$ cat src/rtl/rv32_instr_encoder.sv
// RV32 instruction encoder: packs format/opcode/register/funct/immediate fields
// into a 32-bit instruction word and flags immediates that are out of range or
// misaligned for the chosen format. Encoded words are queued in a DEPTH-entry
// FIFO with valid/ready handshakes on both sides.
//
// instr_type encoding: 1=I, 2=S, 3=B, 4=U, 5=J; any other value is R-format.
//
// Optional feature: define RV32_ENC_STATS_EN to add the enc_count/err_count
// saturating statistics outputs.
module rv32_instr_encoder #(
  parameter int unsigned DEPTH = 2
) (
  input  logic        clk,
  input  logic        rstn,
  input  logic        flush,
  input  logic        in_valid,
  output logic        in_ready,
  input  logic [2:0]  instr_type,
  input  logic [6:0]  opcode,
  input  logic [4:0]  rd,
  input  logic [4:0]  rs1,
  input  logic [4:0]  rs2,
  input  logic [2:0]  funct3,
  input  logic [6:0]  funct7,
  input  logic [31:0] imm,
  output logic        out_valid,
  input  logic        out_ready,
  output logic [31:0] out_instr,
  output logic        out_err
`ifdef RV32_ENC_STATS_EN
  ,
  output logic [15:0] enc_count,
  output logic [15:0] err_count
`endif
);

  localparam logic [2:0] TYPE_I = 3'd1;
  localparam logic [2:0] TYPE_S = 3'd2;
  localparam logic [2:0] TYPE_B = 3'd3;
  localparam logic [2:0] TYPE_U = 3'd4;
  localparam logic [2:0] TYPE_J = 3'd5;

  localparam int unsigned PTR_W = (DEPTH > 1) ? $clog2(DEPTH) : 1;
  localparam int unsigned CNT_W = $clog2(DEPTH + 1);

  localparam logic [PTR_W-1:0] PTR_LAST = PTR_W'(DEPTH - 1);
  localparam logic [CNT_W-1:0] CNT_FULL = CNT_W'(DEPTH);

  logic [31:0]      enc_word;
  logic             enc_err;

  logic [31:0]      instr_mem [DEPTH];
  logic             err_mem   [DEPTH];

  logic [PTR_W-1:0] wr_ptr_q, wr_ptr_d;
  logic [PTR_W-1:0] rd_ptr_q, rd_ptr_d;
  logic [CNT_W-1:0] count_q, count_d;

  logic             push;
  logic             pop;

  // Sign-extension checks: a field of width N holds imm only if the bits above
  // it are a copy of its MSB.
  logic sext_ok_12;
  logic sext_ok_13;
  logic sext_ok_21;

  assign sext_ok_12 = (&imm[31:11]) | ~(|imm[31:11]);
  assign sext_ok_13 = (&imm[31:12]) | ~(|imm[31:12]);
  assign sext_ok_21 = (&imm[31:20]) | ~(|imm[31:20]);

  // Field packing and range/alignment check for the requested format.
  always_comb begin
    enc_word = {funct7, rs2, rs1, funct3, rd, opcode};
    enc_err  = 1'b0;
    unique case (instr_type)
      TYPE_I: begin
        enc_word = {imm[11:0], rs1, funct3, rd, opcode};
        enc_err  = ~sext_ok_12;
      end
      TYPE_S: begin
        enc_word = {imm[11:5], rs2, rs1, funct3, imm[4:0], opcode};
        enc_err  = ~sext_ok_12;
      end
      TYPE_B: begin
        enc_word = {imm[12], imm[10:5], rs2, rs1, funct3, imm[4:1], imm[11], opcode};
        enc_err  = ~sext_ok_13 | imm[0];
      end
      TYPE_U: begin
        enc_word = {imm[31:12], rd, opcode};
        enc_err  = |imm[11:0];
      end
      TYPE_J: begin
        enc_word = {imm[20], imm[10:1], imm[11], imm[19:12], rd, opcode};
        enc_err  = ~sext_ok_21 | imm[0];
      end
      default: begin
        enc_word = {funct7, rs2, rs1, funct3, rd, opcode};
        enc_err  = 1'b0;
      end
    endcase
  end

  // in_ready depends only on the registered count, so out_ready never reaches it.
  assign in_ready  = (count_q < CNT_FULL);
  assign out_valid = (count_q != '0);

  // flush drops any handshake that happens in the same cycle.
  assign push = in_valid & in_ready & ~flush;
  assign pop  = out_valid & out_ready & ~flush;

  // Head of the FIFO; forced to zero while empty so idle outputs are quiet.
  assign out_instr = out_valid ? instr_mem[rd_ptr_q] : 32'h0;
  assign out_err   = out_valid ? err_mem[rd_ptr_q]   : 1'b0;

  // Pointer and occupancy next-state.
  always_comb begin
    wr_ptr_d = wr_ptr_q;
    rd_ptr_d = rd_ptr_q;
    count_d  = count_q;
    if (flush) begin
      wr_ptr_d = '0;
      rd_ptr_d = '0;
      count_d  = '0;
    end else begin
      if (push) begin
        wr_ptr_d = (wr_ptr_q == PTR_LAST) ? '0 : wr_ptr_q + PTR_W'(1);
      end
      if (pop) begin
        rd_ptr_d = (rd_ptr_q == PTR_LAST) ? '0 : rd_ptr_q + PTR_W'(1);
      end
      unique case ({push, pop})
        2'b10:   count_d = count_q + CNT_W'(1);
        2'b01:   count_d = count_q - CNT_W'(1);
        default: count_d = count_q;
      endcase
    end
  end

  // Pointer and occupancy registers.
  always_ff @(posedge clk or negedge rstn) begin
    if (!rstn) begin
      wr_ptr_q <= '0;
      rd_ptr_q <= '0;
      count_q  <= '0;
    end else begin
      wr_ptr_q <= wr_ptr_d;
      rd_ptr_q <= rd_ptr_d;
      count_q  <= count_d;
    end
  end

  // Storage needs no reset: entries are only visible once count covers them.
  always_ff @(posedge clk) begin
    if (push) begin
      instr_mem[wr_ptr_q] <= enc_word;
      err_mem[wr_ptr_q]   <= enc_err;
    end
  end

`ifdef RV32_ENC_STATS_EN
  logic [15:0] enc_count_q;
  logic [15:0] err_count_q;

  // Saturating counters of accepted requests; flush leaves them alone and a
  // request dropped by flush is not counted as accepted.
  always_ff @(posedge clk or negedge rstn) begin
    if (!rstn) begin
      enc_count_q <= '0;
      err_count_q <= '0;
    end else if (push) begin
      if (enc_count_q != 16'hFFFF) begin
        enc_count_q <= enc_count_q + 16'd1;
      end
      if (enc_err && (err_count_q != 16'hFFFF)) begin
        err_count_q <= err_count_q + 16'd1;
      end
    end
  end

  assign enc_count = enc_count_q;
  assign err_count = err_count_q;
`endif

endmodule

$ cat config.mk
export PLATFORM = sky130hd
export DESIGN_NAME = rv32_instr_encoder
export DESIGN_NICKNAME = d
export VERILOG_FILES = /design/src/rtl/rv32_instr_encoder.sv
export SDC_FILE = /design/constraint.sdc
export NUM_CORES = 1
export LEC_CHECK = 0
export ABC_CLOCK_PERIOD_IN_PS = 4050
export CAP_MARGIN = 10
export CELL_PAD_IN_SITES_DETAIL_PLACEMENT = 1
export CELL_PAD_IN_SITES_GLOBAL_PLACEMENT = 1
export CORE_ASPECT_RATIO = 1.5
export CORE_MARGIN = 5
export CORE_UTILIZATION = 35
export DETAILED_ROUTE_END_ITERATION = 6
export PLACE_DENSITY = 0.87
export SLEW_MARGIN = 10
export SYNTH_ARGS = -nofsm -noshare
export SYNTH_HDL_FRONTEND = slang
export SYNTH_SLANG_ARGS = --single-unit
$ cat constraint.sdc
create_clock -name clk -period 4.05 [get_ports clk]
set_input_delay 0.81 -clock clk [delete_from_list [all_inputs] [get_ports clk]]
set_output_delay 0.81 -clock clk [all_outputs]
set_load 0.02 [all_outputs]
### Word-level counts from Yosys, hierarchy flattened

Memories as Yosys holds them, arrays and structs flattened.
Index checks and enable logic that the tools add are counted.

* register bits: 4
* RAM bits: 66
* output and inout port bits: 35
* word-level logic and storage cells: 59
* memories kept: 2

Memory list
* instr_mem: words 2, width 32, rd ports 1, clocked after Yosys merged registers in 0, write ports 1, RTL line 52 `logic [31:0] instr_mem [DEPTH];`
* err_mem: words 2, width 1, rd ports 1, clocked after Yosys merged registers in 0, write ports 1, RTL line 53 `logic err_mem [DEPTH];`

* $add $sub $neg: 4
* magnitude comparators: 1
* equality and inequality tests: 7
* multiplexer cells: 14
* bitwise gates (word level): 16
* reductions and logical operators: 12

Operators by type and width (number)
* one-hot mux 32 bit (5 select lines): 1
* two-way mux 32 bit: 1
* OR reduction 12 bit: 2
* AND reduction 21 bit: 1
* OR reduction 21 bit: 1
* AND reduction 20 bit: 1
* OR reduction 20 bit: 1
* AND reduction 12 bit: 1
* two-way mux 1 bit: 9
* inverter 1 bit: 7
* == test 3 x 2 -> 1 bit (second input constant): 2
* == test 3 bit (second input constant): 2
* nonzero test 2 bit: 3
* bitwise OR 1 bit: 5
* AND 1 bit: 4
* one-hot mux 1 bit (4 select lines): 1
* one-hot mux 2 bit (2 select lines): 1
* == test 3 x 1 -> 1 bit (second input constant): 1
* nonzero test 3 bit: 1
* adder 1 bit (second input constant): 2
* adder 2 x 1 -> 2 bit (second input constant): 1
* == test 2 x 1 -> 1 bit (second input constant): 1
* == test 2 bit (second input constant): 1
* less-than comparator 2 bit (second input constant): 1
* 3 further kinds: 3

### Depth between registers and ports, before layout

* depth in word-level cells: 6
* gate-level depth with buffers: 6
* depth with buffers taken out: 5

### Least setup slack after synthesis

Ideal clock, no wire load.

* path kind: input to register
* start: input port in_valid
* end: memory err_mem[1], enable pin
* data arrival time: 3.408 ns
* required time: 3.579 ns
* slack: 0.170 ns
* stages: 2
* buffers on the path: 0
* cells stage by stage: nand2_1 nor3b_1

* cells in the longest elaborated chain, start to end: 4

RTL lines
* from (decl): RTL line 16 `input logic in_valid,`
* AND 1 bit (2 in a row): RTL line 109 `assign push = in_valid & in_ready & ~flush;`
* two-way mux 1 bit: RTL line 155 `if (push) begin`
* two-way mux 1 bit (implied by the code): RTL line 157 `err_mem[wr_ptr_q] <= enc_err;`
* to (decl): RTL line 53

No other way between the ends.

### Worst setup path after layout

* start: register rd_ptr_q
* end: output port out_instr[4]

* cells in the longest elaborated chain, start to end: 2

RTL lines
* from (decl): RTL line 56 `logic [PTR_W-1:0] rd_ptr_q, rd_ptr_d;`
* from (signal assigned): RTL line 148 `rd_ptr_q <= rd_ptr_d;`
* memory read (2 x 32 bit)
* two-way mux 32 bit: RTL line 113 `assign out_instr = out_valid ? instr_mem[rd_ptr_q] : 32'h0;`
* to (decl): RTL line 28 `output logic [31:0] out_instr,`

No other way between the ends.

==> results summary <==
The run finished with clean final reports. The number of standard cells in the layout, taps in and fillers out is 516. The power density over the cells came out at between 300 and 400 mW/mm².

The total wirelength of the detailed-routed design is 10.3 mm. The number of buffers added by the clock tree synthesis step came out at 9. The worst setup path is of the reg2out kind. The number of slew-limit violations in the final report is 0. The count of routing violations after the opening detailed-route iteration is 137.

STA classifies the critical path startpoint as a flip-flop. Clock tree synthesis selected as its root buffer the cell sky130_fd_sc_hd__clkbuf_16. The global routing usage summed across all routing layers is between 10% and 20%.

The area growth from synthesis to layout is 42.1%. The worst endpoint data arrival time came out at between 2000 and 2500 ps. The die area came out at 0.0119 mm². The path class of the tightest hold or removal check is reg2reg. TritonCTS built the clock tree. The total negative slack is 0 ps. The number of cells in the design after placement came out at 500. The number of nets at the end of the flow is 468. For this run, the number of Yosys warnings is 0. The maximum fanout along the worst path is 27. The total half-perimeter wirelength after legalization and detailed placement is 8.06 mm. The cell count after synthesis came out at around 290. The reported max-cap violation count came out at 0. The setup-violating endpoint count in the final report came out at 0. The die width came out at just over 90 µm.

The netlist area before placement came out at about 0.0034 mm². The initial antenna violation count came to 0. The post-synth net total came out at 359. Static timing analysis puts the maximum clock frequency at 313 MHz. The proportion of layout cells with a drive suffix above 1 is under 10%.

The floorplan die height came out at 131 µm. The number of port buffers is 106. The worst setup path is captured at an output port. The deepest clock path buffer count is 2. After detailed routing, the average wire length per cell comes to between 15 and 20 µm. The floorplan has 44 rows.

The residual overflow from global routing is 0. The count of antenna diodes in the layout is 0. The post-route fraction of the period consumed by the critical path is between 70% and 80%. After synthesis, the mean cell area works out to 11.9 µm². The insertion delay to the later sink of the worst-skew pair came out at between 300 and 400 ps. The area of the core is between 0.009 and 0.01 mm². The quantity of hold-fixing buffers added after cts came out at 0.

The detail-routed via count per cell came out at around 5.3. The static leakage came out at ~1.7 nW. The largest clock skew in the final design came out at 3.77 ps. The buffer count from post-CTS setup fixing came out at 0. The detailed router placed 2746 vias in this run.

Once the floorplan was initialized, standard cells occupied between 30% and 40% of the core. The congestion estimate from routability-driven global placement came to around 0.84. At the pin with the least slew margin, the transition time is 771 ps. The routed design could run at a clock period as short as ~3200 ps. The H-tree was split into 3 levels.

The clock net sink count is 70. The share of the Yosys chip area taken by registers is ~61%. The synthesis-stage register bit count is 70. The post-cts repair resize count came out at 0. The via count of the first global-routing pass is ~3k. The tightest slew margin relative to the limit came out at between 40% and 50%. The first global-routing pass estimated 16.0 mm of wire. The number of detailed-route iterations in the first pass came out at 4. Setup repair after global routing left no endpoint under its margin. During I/O placement, the number of pins put on the boundary was 107. The largest net degree at the start of global routing is 35. After clock tree synthesis, the clock-pin slew on the worst setup and hold paths is around 50 ps.

The count of nets left with antenna violations once routing finished came out at 0. The critical path required time is about 3200 ps. The hold violation count in the final report came out at 0.

The netlist uses 35 different library cells. The number of remaining DRC errors came out at 0. The worst ir drop on vdd is about 0.32 mV.
==> cells in the final DEF, fill, tap and decap left out, types with 5 or more instances in the layout <==
cell type and n:
sky130_fd_sc_hd__clkdlybuf4s50_1 106, sky130_fd_sc_hd__edfxtp_1 66, sky130_fd_sc_hd__nor2_1 40, sky130_fd_sc_hd__nand2_1 35, sky130_fd_sc_hd__mux2i_1 35, sky130_fd_sc_hd__o22ai_1 13, sky130_fd_sc_hd__a21oi_1 13, sky130_fd_sc_hd__a22oi_1 9
sky130_fd_sc_hd__clkbuf_16 9, sky130_fd_sc_hd__nor4_1 7, sky130_fd_sc_hd__o22a_1 6, sky130_fd_sc_hd__nand4_1 6, sky130_fd_sc_hd__o21ai_0 6, sky130_fd_sc_hd__buf_4 6, sky130_fd_sc_hd__inv_1 5, sky130_fd_sc_hd__clkinv_1 5
==> critical path, stage by stage (launching register included) <==
cell,delay [ps]
sky130_fd_sc_hd__dfrtp_2,870
sky130_fd_sc_hd__buf_4,320
sky130_fd_sc_hd__mux2i_1,240
sky130_fd_sc_hd__nor2_1,70
sky130_fd_sc_hd__clkdlybuf4s50_1,550
==> flip-flops by register name (all words and copies together), names as in the netlist <==
register	count
count_q	2
err_mem	2
instr_mem	64
rd_ptr_q	1
wr_ptr_q	1
==> layer usage <==
| layer | share of wire [%] | GRT usage (%) | up-vias |
|---|---|---|---|
| met3 | 4.3 | 2.58 | 23 |
| li1 | - | - | 1308 |
| met4 | 3.5 | 8.94 | 0 |
| met5 | 0 | 0 | - |
| met2 | 55 | 32.3 | 82 |
| met1 | 37 | 19.6 | 1333 |
==> where the power goes <==
group / internal, mW / total (mW) / switching, mW
Sequential: 0.836 / 0.857 / 0.0204
Clock: 0.402 / 0.673 / 0.272
Combinational: 0.162 / 0.333 / 0.171
==> stage by stage <==
stage / utilization (%) / hold WS [ps] / setup slack (ps) / total power, mW / instance area (µm²)
after floorplan: - / 514 / 170 / 1.02 / 3420
after global placement: 47.8 / 562 / 1070 / 1.19 / 4600
after detailed placement: 47.8 / 575 / 963 / 1.21 / 4600
after CTS: 50.4 / 593 / 801 / 1.88 / 4860
after global routing: 50.4 / 616 / 747 / 1.94 / 4860
final: 50.4 / 584 / 857 / 1.86 / 4860
==> synth_stat cells (all sizes together) <==
cell type   n  share of area [%]
buf        10                1.9
o311ai      2               0.73
nand2      36                4.2
o2bb2ai     1               0.26
mux2        4                1.3
o22a        6                1.5
nor4        7                1.3
nor3        3               0.77
o21ai       7                1.0
or2         1               0.18
inv         7               0.77
o211ai      1               0.22
nor2       42                4.7
and3        1               0.18
o22ai      13                2.4
a22oi       9                2.0
a21oi      13                1.9
a211o       1               0.26
nand3       3               0.44
edfxtp     66                 58
dfrtp       4                2.9
xor2        3               0.77
clkbuf      4               0.44
a222oi      1               0.29
nor3b       1               0.22
nand4       6                1.1
mux2i      35                 10
==> cells by family after synthesis <==
logic type                after synthesis  share of synthesized area [%]
and+or+nand+nor                       100                           13.0
DFF                                    70                           60.9
AOI/OAI and AO/OA                      54                           10.6
muxes                                  39                           11.6
buffers and inverters                  21                           3.11
xor gates and xnor gates                3                          0.769
==> final timing paths <==
path,start,depth (start not counted),slack (ps),to
max,rd_ptr_q,4,860,out_instr[4]
min,wr_ptr_q,2,580,wr_ptr_q
max reg2reg,count_q[1],4,2440,instr_mem[1][7]
min reg2reg,wr_ptr_q,2,580,wr_ptr_q
max in group asynchronous,rstn,1,3170,rd_ptr_q
min in group asynchronous,rstn,1,690,count_q[1]
==> cell type report <==
type,count,area (µm²)
repair buffers,112,1110
clock buffers,9,225
multi-input cells,196,1240
clock inverters,7,31.3
flip-flops and latches,70,2080
fillers,1019,4780
well taps,115,144
inverters,7,26.3
Note: power is estimated with default switching activity, not from simulation.
